## config.mk

```make
export PLATFORM = sky130hd
export DESIGN_NAME = if_stage
export DESIGN_NICKNAME = d
export VERILOG_FILES = /design/src/rtl/if_stage.sv
export SDC_FILE = /design/constraint.sdc
export NUM_CORES = 1
export LEC_CHECK = 0
export BUFFER_PORTS_ARGS = -buffer_cell sky130_fd_sc_hd__buf_2
export CAP_MARGIN = 15
export CORE_ASPECT_RATIO = 0.9
export CORE_MARGIN = 2
export CORE_UTILIZATION = 50
export DETAILED_ROUTE_END_ITERATION = 6
export PLACE_DENSITY_LB_ADDON = 0.3
export SYNTH_ARGS = -nofsm -noshare
export SYNTH_HDL_FRONTEND = slang
export SYNTH_SLANG_ARGS = --single-unit
```

## constraint.sdc

```tcl
create_clock -name clk -period 2.1 [get_ports clk]
set_input_delay 0.42 -clock clk [delete_from_list [all_inputs] [get_ports clk]]
set_output_delay 0.42 -clock clk [all_outputs]
set_load 0.05 [all_outputs]
```

## src/rtl/if_stage.sv

```systemverilog
// rtl/if_stage.sv - instruction fetch stage with one-outstanding fetch FSM, skid buffer and IF/ID register
module if_stage #(
    parameter logic [31:0] RESET_PC = 32'h0000_0000
) (
    input  logic        clk,
    input  logic        rst,
    output logic        imem_req,
    output logic [31:0] imem_addr,
    input  logic        imem_rvalid,
    input  logic [31:0] imem_rdata,
    input  logic        stall,
    input  logic        redirect_valid,
    input  logic [31:0] redirect_pc,
    output logic        if_id_valid,
    output logic [31:0] if_id_pc,
    output logic [31:0] if_id_pc4,
    output logic [31:0] if_id_instr,
    output logic [5:0]  op_code,
    output logic [5:0]  funct
);

    typedef enum logic [1:0] {
        S_FETCH = 2'd0,
        S_WAIT  = 2'd1,
        S_HOLD  = 2'd2
    } state_t;

    state_t      state_q, state_d;
    logic [31:0] pc_q, pc_d;
    logic        kill_q, kill_d;
    logic [31:0] skid_pc_q, skid_pc_d;
    logic [31:0] skid_instr_q, skid_instr_d;
    logic        ifid_valid_q, ifid_valid_d;
    logic [31:0] ifid_pc_q, ifid_pc_d;
    logic [31:0] ifid_pc4_q, ifid_pc4_d;
    logic [31:0] ifid_instr_q, ifid_instr_d;
    logic        req;
    logic        load_ok;
    logic [31:0] redirect_target;

    assign load_ok         = !stall || !ifid_valid_q;
    assign redirect_target = {redirect_pc[31:2], 2'b00};

    always_comb begin
        state_d      = state_q;
        pc_d         = pc_q;
        kill_d       = kill_q;
        skid_pc_d    = skid_pc_q;
        skid_instr_d = skid_instr_q;
        ifid_valid_d = ifid_valid_q;
        ifid_pc_d    = ifid_pc_q;
        ifid_pc4_d   = ifid_pc4_q;
        ifid_instr_d = ifid_instr_q;
        req          = 1'b0;

        case (state_q)
            S_FETCH: begin
                if (redirect_valid) begin
                    pc_d = redirect_target;
                end else begin
                    req     = 1'b1;
                    state_d = S_WAIT;
                end
            end
            S_WAIT: begin
                if (redirect_valid) begin
                    pc_d = redirect_target;
                    // With no response yet, the in-flight word is stale and must be dropped on arrival.
                    if (imem_rvalid) begin
                        kill_d  = 1'b0;
                        state_d = S_FETCH;
                    end else begin
                        kill_d = 1'b1;
                    end
                end else if (imem_rvalid) begin
                    if (kill_q) begin
                        kill_d  = 1'b0;
                        state_d = S_FETCH;
                    end else if (load_ok) begin
                        ifid_valid_d = 1'b1;
                        ifid_pc_d    = pc_q;
                        ifid_pc4_d   = pc_q + 32'd4;
                        ifid_instr_d = imem_rdata;
                        pc_d         = pc_q + 32'd4;
                        state_d      = S_FETCH;
                    end else begin
                        skid_pc_d    = pc_q;
                        skid_instr_d = imem_rdata;
                        state_d      = S_HOLD;
                    end
                end
            end
            S_HOLD: begin
                if (redirect_valid) begin
                    pc_d    = redirect_target;
                    state_d = S_FETCH;
                end else if (load_ok) begin
                    ifid_valid_d = 1'b1;
                    ifid_pc_d    = skid_pc_q;
                    ifid_pc4_d   = skid_pc_q + 32'd4;
                    ifid_instr_d = skid_instr_q;
                    pc_d         = pc_q + 32'd4;
                    state_d      = S_FETCH;
                end
            end
            default: begin
                state_d = S_FETCH;
            end
        endcase

        if (redirect_valid) begin
            ifid_valid_d = 1'b0;
            ifid_instr_d = 32'h0;
        end
    end

    always_ff @(posedge clk) begin
        if (rst) begin
            state_q      <= S_FETCH;
            pc_q         <= RESET_PC;
            kill_q       <= 1'b0;
            skid_pc_q    <= 32'h0;
            skid_instr_q <= 32'h0;
            ifid_valid_q <= 1'b0;
            ifid_pc_q    <= 32'h0;
            ifid_pc4_q   <= 32'h0;
            ifid_instr_q <= 32'h0;
        end else begin
            state_q      <= state_d;
            pc_q         <= pc_d;
            kill_q       <= kill_d;
            skid_pc_q    <= skid_pc_d;
            skid_instr_q <= skid_instr_d;
            ifid_valid_q <= ifid_valid_d;
            ifid_pc_q    <= ifid_pc_d;
            ifid_pc4_q   <= ifid_pc4_d;
            ifid_instr_q <= ifid_instr_d;
        end
    end

    assign imem_req    = req && !rst;
    assign imem_addr   = pc_q;
    assign if_id_valid = ifid_valid_q;
    assign if_id_pc    = ifid_pc_q;
    assign if_id_pc4   = ifid_pc4_q;
    assign if_id_instr = ifid_instr_q;
    assign op_code     = ifid_instr_q[31:26];
    assign funct       = ifid_instr_q[5:0];

endmodule

```

# ---- Yosys cells after proc, flatten, opt, wreduce, memory -nomap -nowiden
# Cells that the tools add are included.
dict set report classes {
  addsub 2
  n_eq_ne 13
  muxes 44
  n_bitwise 3
  reduce_logical 17
}
# cell n
set ops {}
lappend ops {{two-way mux 32 bit} 22}
lappend ops {{case mux 32 bit (2 select lines)} 3}
lappend ops {{case mux 32 bit (3 select lines)} 1}
lappend ops {{adder 32 x 3 -> 32 bit (second input constant)} 2}
lappend ops {{two-way mux 2 bit} 8}
lappend ops {{!= test 2 bit (second input constant)} 8}
lappend ops {{AND reduction 5 bit} 2}
lappend ops {{!= test 3 bit (second input constant)} 3}
lappend ops {{two-way mux 1 bit} 8}
lappend ops {{AND reduction 7 bit} 1}
lappend ops {{case mux 2 bit (3 select lines)} 1}
lappend ops {{AND reduction 3 bit} 2}
lappend ops {{AND reduction 4 bit} 1}
lappend ops {{nonzero test 2 bit} 2}
lappend ops {{zero test 1 bit} 3}
lappend ops {{inverter 1 bit} 3}
lappend ops {{nonzero test 3 bit} 1}
lappend ops {{== test 2 x 1 -> 1 bit (second input constant)} 1}
lappend ops {{== test 2 bit (second input constant)} 1}
lappend ops {{zero test 2 bit} 1}
lappend ops {{case mux 1 bit (2 select lines)} 1}
lappend ops {{AND reduction 2 bit} 1}
lappend ops {{OR reduction 2 bit} 1}
lappend ops {{logical AND 1 bit} 1}
lappend ops {{logical OR 1 bit} 1}
dict set report totals {
  reg_bits 196
  output_inout_bits 142
  wordCells 88
}

# ---- Depth between registers and ports, before layout
# Gate-level depths: netlist of run 1.
dict set report logic_depth {
  depth_word 7
  depth_mapped 11
  ltp_nobuf 7
}

# ---- Worst setup path before layout of run 1
# OpenSTA, ideal clock, no wires.
dict set report synth_path {
  kind {reg-to-reg}
  startpoint {register pc_q[3], in the netlist imem_addr[3]}
  endpoint {register ifid_pc4_q[18], in the netlist if_id_pc4[18]}
  setup_time_ns 0.058
  arrival_ns 2.679
  slack_ns -0.637
  stages_incl_launch_ff 7
  path_buffers 0
  period_less_slack_ns 2.737
  cell_sequence {dfxtp_1 -> ha_1 -> nand3_4 -> or4_4 -> or3_1 -> a2111oi_1 -> a211o_1}
}
dict set report synth_via {
  elab_chain_len 6
}
# element line
set synth_rtl {}
lappend synth_rtl {{from (decl)} 29} ;# logic [31:0] pc_q, pc_d;
lappend synth_rtl {{from (signal assigned)} 130} ;# pc_q <= pc_d;
lappend synth_rtl {{adder 32 x 3 -> 32 bit} 82} ;# ifid_pc4_d = pc_q + 32'd4;
lappend synth_rtl {{two-way mux 32 bit} 79} ;# end else if (load_ok) begin
lappend synth_rtl {{two-way mux 32 bit} 76} ;# if (kill_q) begin
lappend synth_rtl {{two-way mux 32 bit} 75} ;# end else if (imem_rvalid) begin
lappend synth_rtl {{two-way mux 32 bit} 66} ;# if (redirect_valid) begin
lappend synth_rtl {{case mux 32 bit (2 select lines)} 56} ;# case (state_q)
lappend synth_rtl {{to (signal assigned)} 136} ;# ifid_pc4_q <= ifid_pc4_d;
lappend synth_rtl {{to (decl)} 35} ;# logic [31:0] ifid_pc4_q, ifid_pc4_d;
# No other way between the ends. The select of a mux whose other input is x is not followed.
# A chain may end at the register's enable or synchronous reset.

# ---- Worst setup path after layout of run 1
# Ends and elaborated chain as after synthesis.

==> flow_summary_export.csv, run 1 <==
group,metric,value,unit
critical_path,cp_max_fo,6,
sta,fin_worst_skew,11.1,ps
synth,synthMuxAreaShare,0.0735,
final_layout,area_growth_syn_to_layout,25.3,%
power_and_ir_drop,clock_power_share,0.362,
clock_network,htree_num_levels,4,
power_and_ir_drop,p_per_area,748,nW/um^2
critical_path,cp-end-kind,"register",
final_layout,final_cell_mix,"217 x nand2_1, 200 x buf_2, 163 x dfxtp_1",
sta,setup_violations,1,
clock_network,worstSkewPairLatency,440,ps
clock_network,post-cts-setup-buffers,0,
final_layout,antennaDiodeCount,0,
synth,synth_cell_types,67,
outcome,violations,"setup timing",
floorplanning,fp.dieW,150,um
power_and_ir_drop,power,8.96,mW
global_route,overflow,0,
sta,worst_slew_pin_slew,844,ps
drt,wl_per_cell,17.5,um
synth,ys_warn_count,0,
sta,post-route-period-util,1.01,
sta,max_freq,470,MHz
global_route,track_usage,0.282,
sta,final_max_slew_viol_count,0,
synth,synth_top_family_by_area,"simple AND/OR/NAND/NOR gates",
synth,synth_top_area_share,0.393,
power_and_ir_drop,seqPwrFrac,0.431,
floorplanning,die_h,135,um
flow_run,max-cap-violations,0,
synth,syn_area_per_cell,7.90,sq um
synth,ys_seq_area_frac,0.393,
final_layout,drive_above_1_share,0.280,
drt,finalWirelength,29000,um
outcome,status,"finished, violations left",
synth,synthCells,1211,
synth,synth_top_area_cell,"dfxtp_1",
placement,place_congestion,0.906,
floorplanning,core_area,18600,sq um
synth,synth_compound_area_frac,0.211,
synth,synthAdderAreaFrac,0.00916,
floorplanning,placementRows,47,
synth,synth_edf_count,0,
synth,yosys_most_used_dff,"dfxtp_1",
critical_path,cpPeakStageDelay,550,ps
floorplanning,die-area,20300,sq um
sta,fin_ws,-29.1,ps
critical_path,slowest_stage,"or4_4",
drt,post-route-drc-count,0,
power_and_ir_drop,ir_drop,0.000635,V
critical_path,crit_type,"register to register",
placement,port_buffers,202,
global_route,grt_pass1_vias,8770,
clock_network,cts_tree,"done",
drt,vias,9636,
synth,synthArstFlopShare,0,
floorplanning,ios,211,
drt,firstDrtPassIters,5,
critical_path,cp-start-kind,"register",
global_route,grt_max_degree,77,
synth,synth.ff_latch_count,188,
clock_network,cts_made_buffers,17,
critical_path,path_buf_inv,0,
sta,slew_headroom,0.438,
min_path,hold_class,"input port to register",
clock_network,cts.hold.buffers_added,0,
sta,rsz0062_at_grt,"yes",
power_and_ir_drop,p_leak,4.65,nW
final_layout,final_nets,1477,
synth,yosys-top-cells-area,"dfxtp_1 39%, nand2_1 8.6%, mux2i_1 7.1%",
floorplanning,start_util,0.515,
final_layout,layout_commonest_cell,"nand2_1",
power_and_ir_drop,p_sw,3.08,mW
critical_path,cp_top_family,"simple AND/OR/NAND/NOR gates",
final_layout,fin_area,12000,sq um
synth,yosys.area_share.simple,0.223,
drt,antenna_left,0,
sta,hold_viol_final,0,
global_route,grt_pass1_wl,45600,um
global_route,antenna_found_initial,0,
sta,fin_crit,2130,ps
clock_network,root_buffer,"clkbuf_16",
critical_path,crit_chain,"ha_4, nand3_4, or4_4, or3_4, a2111oi_4, a211o_1",
critical_path,worst_ep_arrival_time,2510,ps
drt,viasPerCell,5.81,
synth,synth-xor-area-share,0.0211,
clock_network,cts_buffer_depth,2,
placement,place_area,11300,sq um
synth,syn_area,9570,sq um
clock_network,clkSinkCount,188,
power_and_ir_drop,pwr-share-comb,0.207,
clock_network,clk_pin_slew,80,ps
critical_path,critical_path_required,2490,ps
placement,dp_hpwl,19900,um
power_and_ir_drop,swShare,0.344,
power_and_ir_drop,p_int,5.88,mW
drt,drt_iter0_markers,814,
placement,dp_slack,-20.2,ps
## synth_stat cells, types with 17 or more instances
| cell | instances |
|---|---|
| nand2_1 | 218 |
| dfxtp_1 | 188 |
| a21oi_1 | 108 |
| nor2_1 | 93 |
| clkbuf_1 | 89 |
| mux2i_1 | 68 |
| a211oi_1 | 63 |
| o21ai_0 | 51 |
| nand3_1 | 28 |
| buf_4 | 22 |
| nor3_1 | 21 |
| a31oi_1 | 17 |
| buf_2 | 17 |
## area by class of cell
cell class,count,area [sq um]
clock inverters,15,171
flip-flops and latches,188,3840
well taps,245,307
inverters,14,52.6
clock buffers,17,425
multi-input cells,881,5330
fillers,1615,6600
repair buffers,299,1860
## tightest hold or removal path, stage by stage
cell and delay [ps]:
buf_2 100, nand2_1 50, a21oi_1 50
## registers in the layout, summed over array words and instances, names as in the netlist
signal,cells
if_id_pc4,30
imem_addr,30
if_id_valid,1
skid_instr_q,32
kill_q,1
if_id_instr,32
state_q,2
if_id_pc,30
skid_pc_q,30
## metrics by stage
step / hold slack (ps) / utilization / std cells / TNS, ps
final: 218 / 0.645 / 1659 / -29.1
after CTS: 209 / 0.639 / 1658 / -15.4
after detailed placement: 443 / 0.606 / 1626 / -70.1
after global placement: 441 / 0.606 / 1626 / 0
after floorplan: 436 / - / 1216 / -54.1
after global routing: 212 / 0.645 / 1659 / -1850
## final timing paths
path / from / endpoint / slack (ps) / depth (start not counted)
setup / recovery: imem_addr[3]$_SDFFE_PP0P_ / if_id_pc4[18]$_SDFFE_PP0P_ / -30 / 6
hold / removal: imem_rdata[16] / skid_instr_q[16]$_SDFFE_PP0P_ / 220 / 3
setup reg to reg: imem_addr[3]$_SDFFE_PP0P_ / if_id_pc4[18]$_SDFFE_PP0P_ / -30 / 6
hold reg to reg: if_id_pc4[2]$_SDFFE_PP0P_ / if_id_pc4[2]$_SDFFE_PP0P_ / 450 / 2
## power groups by stage
| stage | combinational, mW | clock, mW | sequential [mW] |
|---|---|---|---|
| global route | 1.99 | 3.44 | 3.89 |
| global placement | 1.78 | 0 | 3.94 |
| finish | 1.86 | 3.24 | 3.86 |
| detailed placement | 1.80 | 0 | 3.95 |
| floorplan | 0.810 | 0 | 4.44 |
| CTS | 1.81 | 3.29 | 3.86 |
## what timing repair did
action	in CTS	in global routing
resized for setup	2	24
pin swaps	0	1
cloned	0	1
endpoints found under the setup margin	12	156
## kinds of logic (layout without fill, tap and decap cells)
logic type | after synthesis | after routing
other | 1 | 6
XOR/XNOR | 23 | 23
adder cells (fa/ha/maj) | 7 | 7
AND/OR/NAND/NOR | 461 | 461
flip-flops | 188 | 188
AO/OA/AOI/OAI | 314 | 314
buffers and inverters | 147 | 345
multiplexers | 70 | 70
## layer usage
| layer | vias up | wire [um] | GRT usage |
|---|---|---|---|
| met2 | 408 | 13300 | 0.442 |
| li1 | 4652 | - | - |
| met3 | 42 | 2550 | 0.0771 |
| met4 | 0 | 510 | 0.0786 |
| met1 | 4534 | 12600 | 0.382 |
| met5 | - | 0 | 0 |
No activity file was read; power rests on OpenSTA's default activity.
==> run 2: changes to the inputs <==
--- a/config.mk
+++ b/config.mk
@@ -11,7 +11,8 @@
 export CORE_MARGIN = 2
 export CORE_UTILIZATION = 50
 export DETAILED_ROUTE_END_ITERATION = 6
-export PLACE_DENSITY_LB_ADDON = 0.3
+export PLACE_DENSITY = 0.81
+export SKIP_LAST_GASP = 1
 export SYNTH_ARGS = -nofsm -noshare
 export SYNTH_HDL_FRONTEND = slang
 export SYNTH_SLANG_ARGS = --single-unit
==> run 2 against run 1 <==
  * The flow now finishes without violations
  * Maximum frequency increased by 2.1%
  * Hold slack improved by 5.8 ps
  * Global-route usage decreased by 0.39 points
  * Design area down 0.43%
  * Die area stayed put
  * Via count shrank 0.49%
  * Critical path type unchanged
  * Largest cell class unchanged
==> flow_summary_export.csv, run 2 (synthesis gave the netlist of run 1 again) <==
group,metric,value,unit
floorplanning,ios,211,
drt,vias,9589,
min_path,hold_class,"input port to register",
drt,firstDrtPassIters,5,
critical_path,crit_type,"register to register",
sta,tns,0,ps
power_and_ir_drop,seqPwrFrac,0.429,
drt,antenna_left,0,
power_and_ir_drop,p_int,6.16,mW
clock_network,cts_buffer_depth,2,
clock_network,htree_num_levels,4,
power_and_ir_drop,clock_power_share,0.368,
sta,setup_violations,0,
placement,port_buffers,202,
critical_path,cp-end-kind,"register",
floorplanning,placementRows,47,
sta,fin_worst_skew,12.2,ps
global_route,track_usage,0.278,
sta,hold_ws,224,ps
drt,wl_met3,2860,um
clock_network,cts_made_buffers,17,
floorplanning,fp.dieW,150,um
clock_network,post-cts-setup-buffers,0,
drt,drt_iter0_markers,943,
drt,route.met2.wl,13200,um
sta,final_max_slew_viol_count,0,
sta,fin_ws,15.1,ps
clock_network,root_buffer,"clkbuf_16",
critical_path,worst_ep_arrival_time,2380,ps
floorplanning,start_util,0.515,
power_and_ir_drop,p_per_area,759,nW/um^2
flow_run,max-cap-violations,0,
final_layout,layout_commonest_cell,"nand2_1",
global_route,overflow,0,
drt,wl_met1,11900,um
drt,finalWirelength,28700,um
critical_path,critical_path_required,2390,ps
power_and_ir_drop,ir_drop,0.000600,V
clock_network,worstSkewPairLatency,440,ps
sta,post-route-period-util,0.993,
sta,max_freq,480,MHz
critical_path,cp-start-kind,"register",
clock_network,cts_tree,"done",
drt,post-route-drc-count,0,
drt,top_layer,"met4",
outcome,status,"finished clean",
drt,wl_per_cell,17.5,um
sta,rsz0062_at_grt,"yes",
power_and_ir_drop,swShare,0.320,
final_layout,area_growth_syn_to_layout,24.7,%
placement,place_congestion,0.931,
clock_network,clkSinkCount,188,
placement,dp_slack,16.1,ps
power_and_ir_drop,p_sw,2.89,mW
power_and_ir_drop,p_leak,4.60,nW
sta,worst_slew_pin_slew,554,ps
global_route,grt_max_degree,57,
final_layout,final_cell_mix,"217 x nand2_1, 200 x buf_2, 163 x dfxtp_1",
clock_network,clk_pin_slew,70,ps
global_route,grt_pass1_wl,44700,um
placement,dp_hpwl,19900,um
sta,slew_headroom,0.631,
final_layout,utilization,0.642,
sta,hold_viol_final,0,
power_and_ir_drop,pwr-share-comb,0.202,
global_route,grt_pass1_vias,8716,
critical_path,cp_max_fo,5,
sta,fin_crit,2080,ps
floorplanning,die_h,135,um
floorplanning,die-area,20300,sq um
final_layout,antennaDiodeCount,0,
floorplanning,core_area,18600,sq um
drt,viasPerCell,5.83,
final_layout,drive_above_1_share,0.273,
global_route,antenna_found_initial,1,
final_layout,final_nets,1464,
==> run 2: changes by cell type in the layout (fill, tap and decap cells not counted), sizes merged <==
cell,before,now
bufinv,0,1
clkinvlp,0,1
buf,298,285
clkinv,7,4
inv,22,18
clkbuf,18,22
==> run 2: worst max-delay path: stages (launching register included) <==
cell     delay, ps
dfxtp_4        350
nand4_2        180
or4_4          620
buf_4          190
o31a_1         280
o21ai_0        220
a31oi_1        110
==> run 2: metrics by stage <==
| step | area (sq um) | total power, mW | std cells |
|---|---|---|---|
| detailed placement | 11200 | 5.76 | 1614 |
| floorplan | 9750 | 5.25 | 1216 |
| CTS | 11800 | 9.06 | 1645 |
| finish | 11900 | 9.05 | 1645 |
| global route | 11900 | 9.39 | 1645 |
| global placement | 11200 | 5.72 | 1614 |
==> run 2: routing by layer <==
metal | GRT usage | vias up
li1 | - | 4633
met4 | 0.0933 | 0
met3 | 0.0761 | 59
met2 | 0.436 | 425
met5 | 0 | -
met1 | 0.370 | 4472
==> run 2: final cells by class <==
type                            count  area [sq um]
Clock buffer                       21           514
Fill cell                        1591          6650
Inverter                           14          52.6
Tap cell                          245           307
Clock inverter                     10          96.3
Timing Repair Buffer              286          1800
Sequential cell                   188          3840
Multi-Input combinational cell    881          5330
==> run 2: path summary, 6_finish.rpt <==
path                                                 start                            to  slack [ps]  cells past startpoint
worst min register to register   if_id_pc4[2]$_SDFFE_PP0P_     if_id_pc4[2]$_SDFFE_PP0P_         450                      2
worst min-delay path                         imem_rdata[3]  skid_instr_q[3]$_SDFFE_PP0P_         220                      3
worst max register to register  imem_addr[15]$_SDFFE_PP0P_    if_id_pc4[31]$_SDFFE_PP0P_          20                      6
worst max-delay path            imem_addr[15]$_SDFFE_PP0P_    if_id_pc4[31]$_SDFFE_PP0P_          20                      6
==> run 2: what timing repair did <==
item	in CTS	in global routing
endpoints found under the setup margin	0	85
endpoints found under the hold margin	0	0
resized for setup	0	24
hold buffers	0	0
==> run 2: power by group through the flow <==
stage | sequential [mW] | combinational (mW) | clock (mW)
6_report | 3.89 | 1.83 | 3.34
5_1_grt | 3.91 | 1.96 | 3.52
4_1_cts | 3.88 | 1.81 | 3.37
3_5_place_dp | 3.96 | 1.80 | 0
3_3_place_gp | 3.95 | 1.77 | 0
2_1_floorplan | 4.44 | 0.810 | 0
==> run 3: changes to the inputs <==
--- a/config.mk
+++ b/config.mk
@@ -8,7 +8,6 @@
 export BUFFER_PORTS_ARGS = -buffer_cell sky130_fd_sc_hd__buf_2
 export CAP_MARGIN = 15
 export CORE_ASPECT_RATIO = 0.9
-export CORE_MARGIN = 2
 export CORE_UTILIZATION = 50
 export DETAILED_ROUTE_END_ITERATION = 6
 export PLACE_DENSITY = 0.81
==> run 3 against run 2 <==
  * Global-route usage grew 1.5 points
  * First-iteration DRC count shrank 5.2%
  * Clock skew grew 0.72 ps
  * Critical path depth grew 1
  * Non-clock buffer count grew 3
  * Clock-buffer cell count shrank 3
  * Sequential share of layout area grew 0.18 points
  * Via count grew 1.8%
  * Register-to-register slack gained 20 ps
  * Routed wire length grew 2.2%
  * Flip-flop and latch count is the same
  * Cell count grew 0.24%
==> flow_summary_export.csv, run 3 (synthesis gave the netlist of run 1 again) <==
group,metric,value,unit
drt,wl_per_cell,17.8,um
final_layout,antennaDiodeCount,0,
critical_path,timing.rr.start,"imem_addr[3]$_SDFFE_PP0P_",
floorplanning,die-area,19700,sq um
drt,post-route-drc-count,0,
sta,fin_ws,32.6,ps
clock_network,clk_pin_slew,80,ps
power_and_ir_drop,p_leak,4.56,nW
min_path,hold_class,"input port to register",
sta,final_max_slew_viol_count,0,
sta,max_freq,484,MHz
sta,setup_violations,0,
global_route,track_usage,0.293,
floorplanning,ios,211,
global_route,grt_pass1_wl,45700,um
sta,worst_slew_pin_slew,558,ps
floorplanning,die_h,133,um
final_layout,drive_above_1_share,0.274,
final_layout,nFillCells,1653,
min_path,hold_path_startpoint,"imem_rdata[14]",
placement,dp_slack,37.0,ps
global_route,antenna_found_initial,2,
critical_path,critical_path_required,2400,ps
sta,slew_headroom,0.628,
sta,fin_crit,2070,ps
final_layout,final_nets,1467,
final_layout,layout_commonest_cell,"nand2_1",
sta,post-route-period-util,0.984,
global_route,overflow,0,
clock_network,htree_num_levels,4,
placement,dp_cells,1613,
clock_network,cts_made_buffers,17,
clock_network,cts_tree,"done",
floorplanning,core_area,18600,sq um
placement,dp_hpwl,20200,um
critical_path,cp_max_fo,12,
critical_path,crit_type,"register to register",
floorplanning,fp.dieW,148,um
critical_path,cp-start-kind,"register",
drt,drt_iter0_markers,894,
floorplanning,start_util,0.515,
critical_path,crit_start,"imem_addr[3]$_SDFFE_PP0P_",
floorplanning,placementRows,47,
clock_network,clkSinkCount,188,
global_route,grt_max_degree,67,
flow_run,max-cap-violations,0,
drt,vias,9766,
power_and_ir_drop,p_per_area,745,nW/um^2
final_layout,area_growth_syn_to_layout,24.1,%
placement,place_congestion,0.919,
drt,firstDrtPassIters,7,
sta,rsz0062_at_grt,"yes",
critical_path,cp-end-kind,"register",
final_layout,fin_cells,1649,
global_route,grt_pass1_vias,8769,
clock_network,cts_buffer_depth,2,
drt,antenna_left,0,
outcome,status,"finished clean",
sta,fin_worst_skew,12.9,ps
final_layout,final_cell_mix,"217 x nand2_1, 200 x buf_2, 163 x dfxtp_1",
placement,port_buffers,202,
drt,viasPerCell,5.92,
power_and_ir_drop,power,8.84,mW
critical_path,worst_ep_arrival_time,2370,ps
drt,finalWirelength,29400,um
clock_network,worstSkewPairLatency,450,ps
sta,hold_viol_final,0,
power_and_ir_drop,ir_drop,0.000586,V
clock_network,root_buffer,"clkbuf_16",
-- run 3: report_power, final --
group	switching [mW]	internal (mW)	leakage, nW
combinational	1.27	0.541	2.75
sequential	0.165	3.73	1.54
clock	1.55	1.59	0.269
-- run 3: layout make-up --
class	instances	area (sq um)	share of cell area
clock buffer	18	439	0.0370
clock inverter	14	121	0.0102
inverter	14	52.6	0.00443
multi-input combinational	881	5300	0.447
sequential	188	3840	0.324
tap	245	307	0.0258
timing repair buffer	289	1810	0.152
-- run 3: per-stage QoR --
step,cell area (sq um),TNS (ps),hold WS (ps),utilization
2_1_floorplan,9750,-54.1,436,-
3_3_place_gp,11200,0,441,0.603
3_5_place_dp,11200,0,449,0.603
4_1_cts,11800,0,204,0.633
5_1_grt,11900,-70.7,203,0.639
6_report,11900,0,213,0.639
-- run 3: worst paths after layout --
check / depth (start not counted) / endpoint / slack, ps
max: 7 / if_id_pc4[24]$_SDFFE_PP0P_ / 30
min reg2reg: 2 / skid_instr_q[29]$_SDFFE_PP0P_ / 460
min: 3 / skid_instr_q[14]$_SDFFE_PP0P_ / 210
max reg2reg: 7 / if_id_pc4[24]$_SDFFE_PP0P_ / 30
-- run 3: what timing repair did --
| item | in CTS | in global routing |
|---|---|---|
| buffers inserted | 0 | 3 |
| resized for setup | 0 | 19 |
| setup endpoints to repair | 0 | 108 |
| hold buffers | 0 | 0 |
-- run 3: per-layer routing --
metal  track usage  vias up  wire length (um)
li1              -     4645                 -
met1         0.390     4543             12000
met4         0.101        4               706
met2         0.463      504             13700
met3        0.0705       70              3010
met5             0        -                26
-- run 3: worst max-delay path, stage by stage (launching register included) --
cell and delay (ps):
dfxtp_4 380, ha_4 150, nand3_4 80, or4_4 530, buf_4 210, o21a_1 190
o21ai_0 260, a31oi_1 120
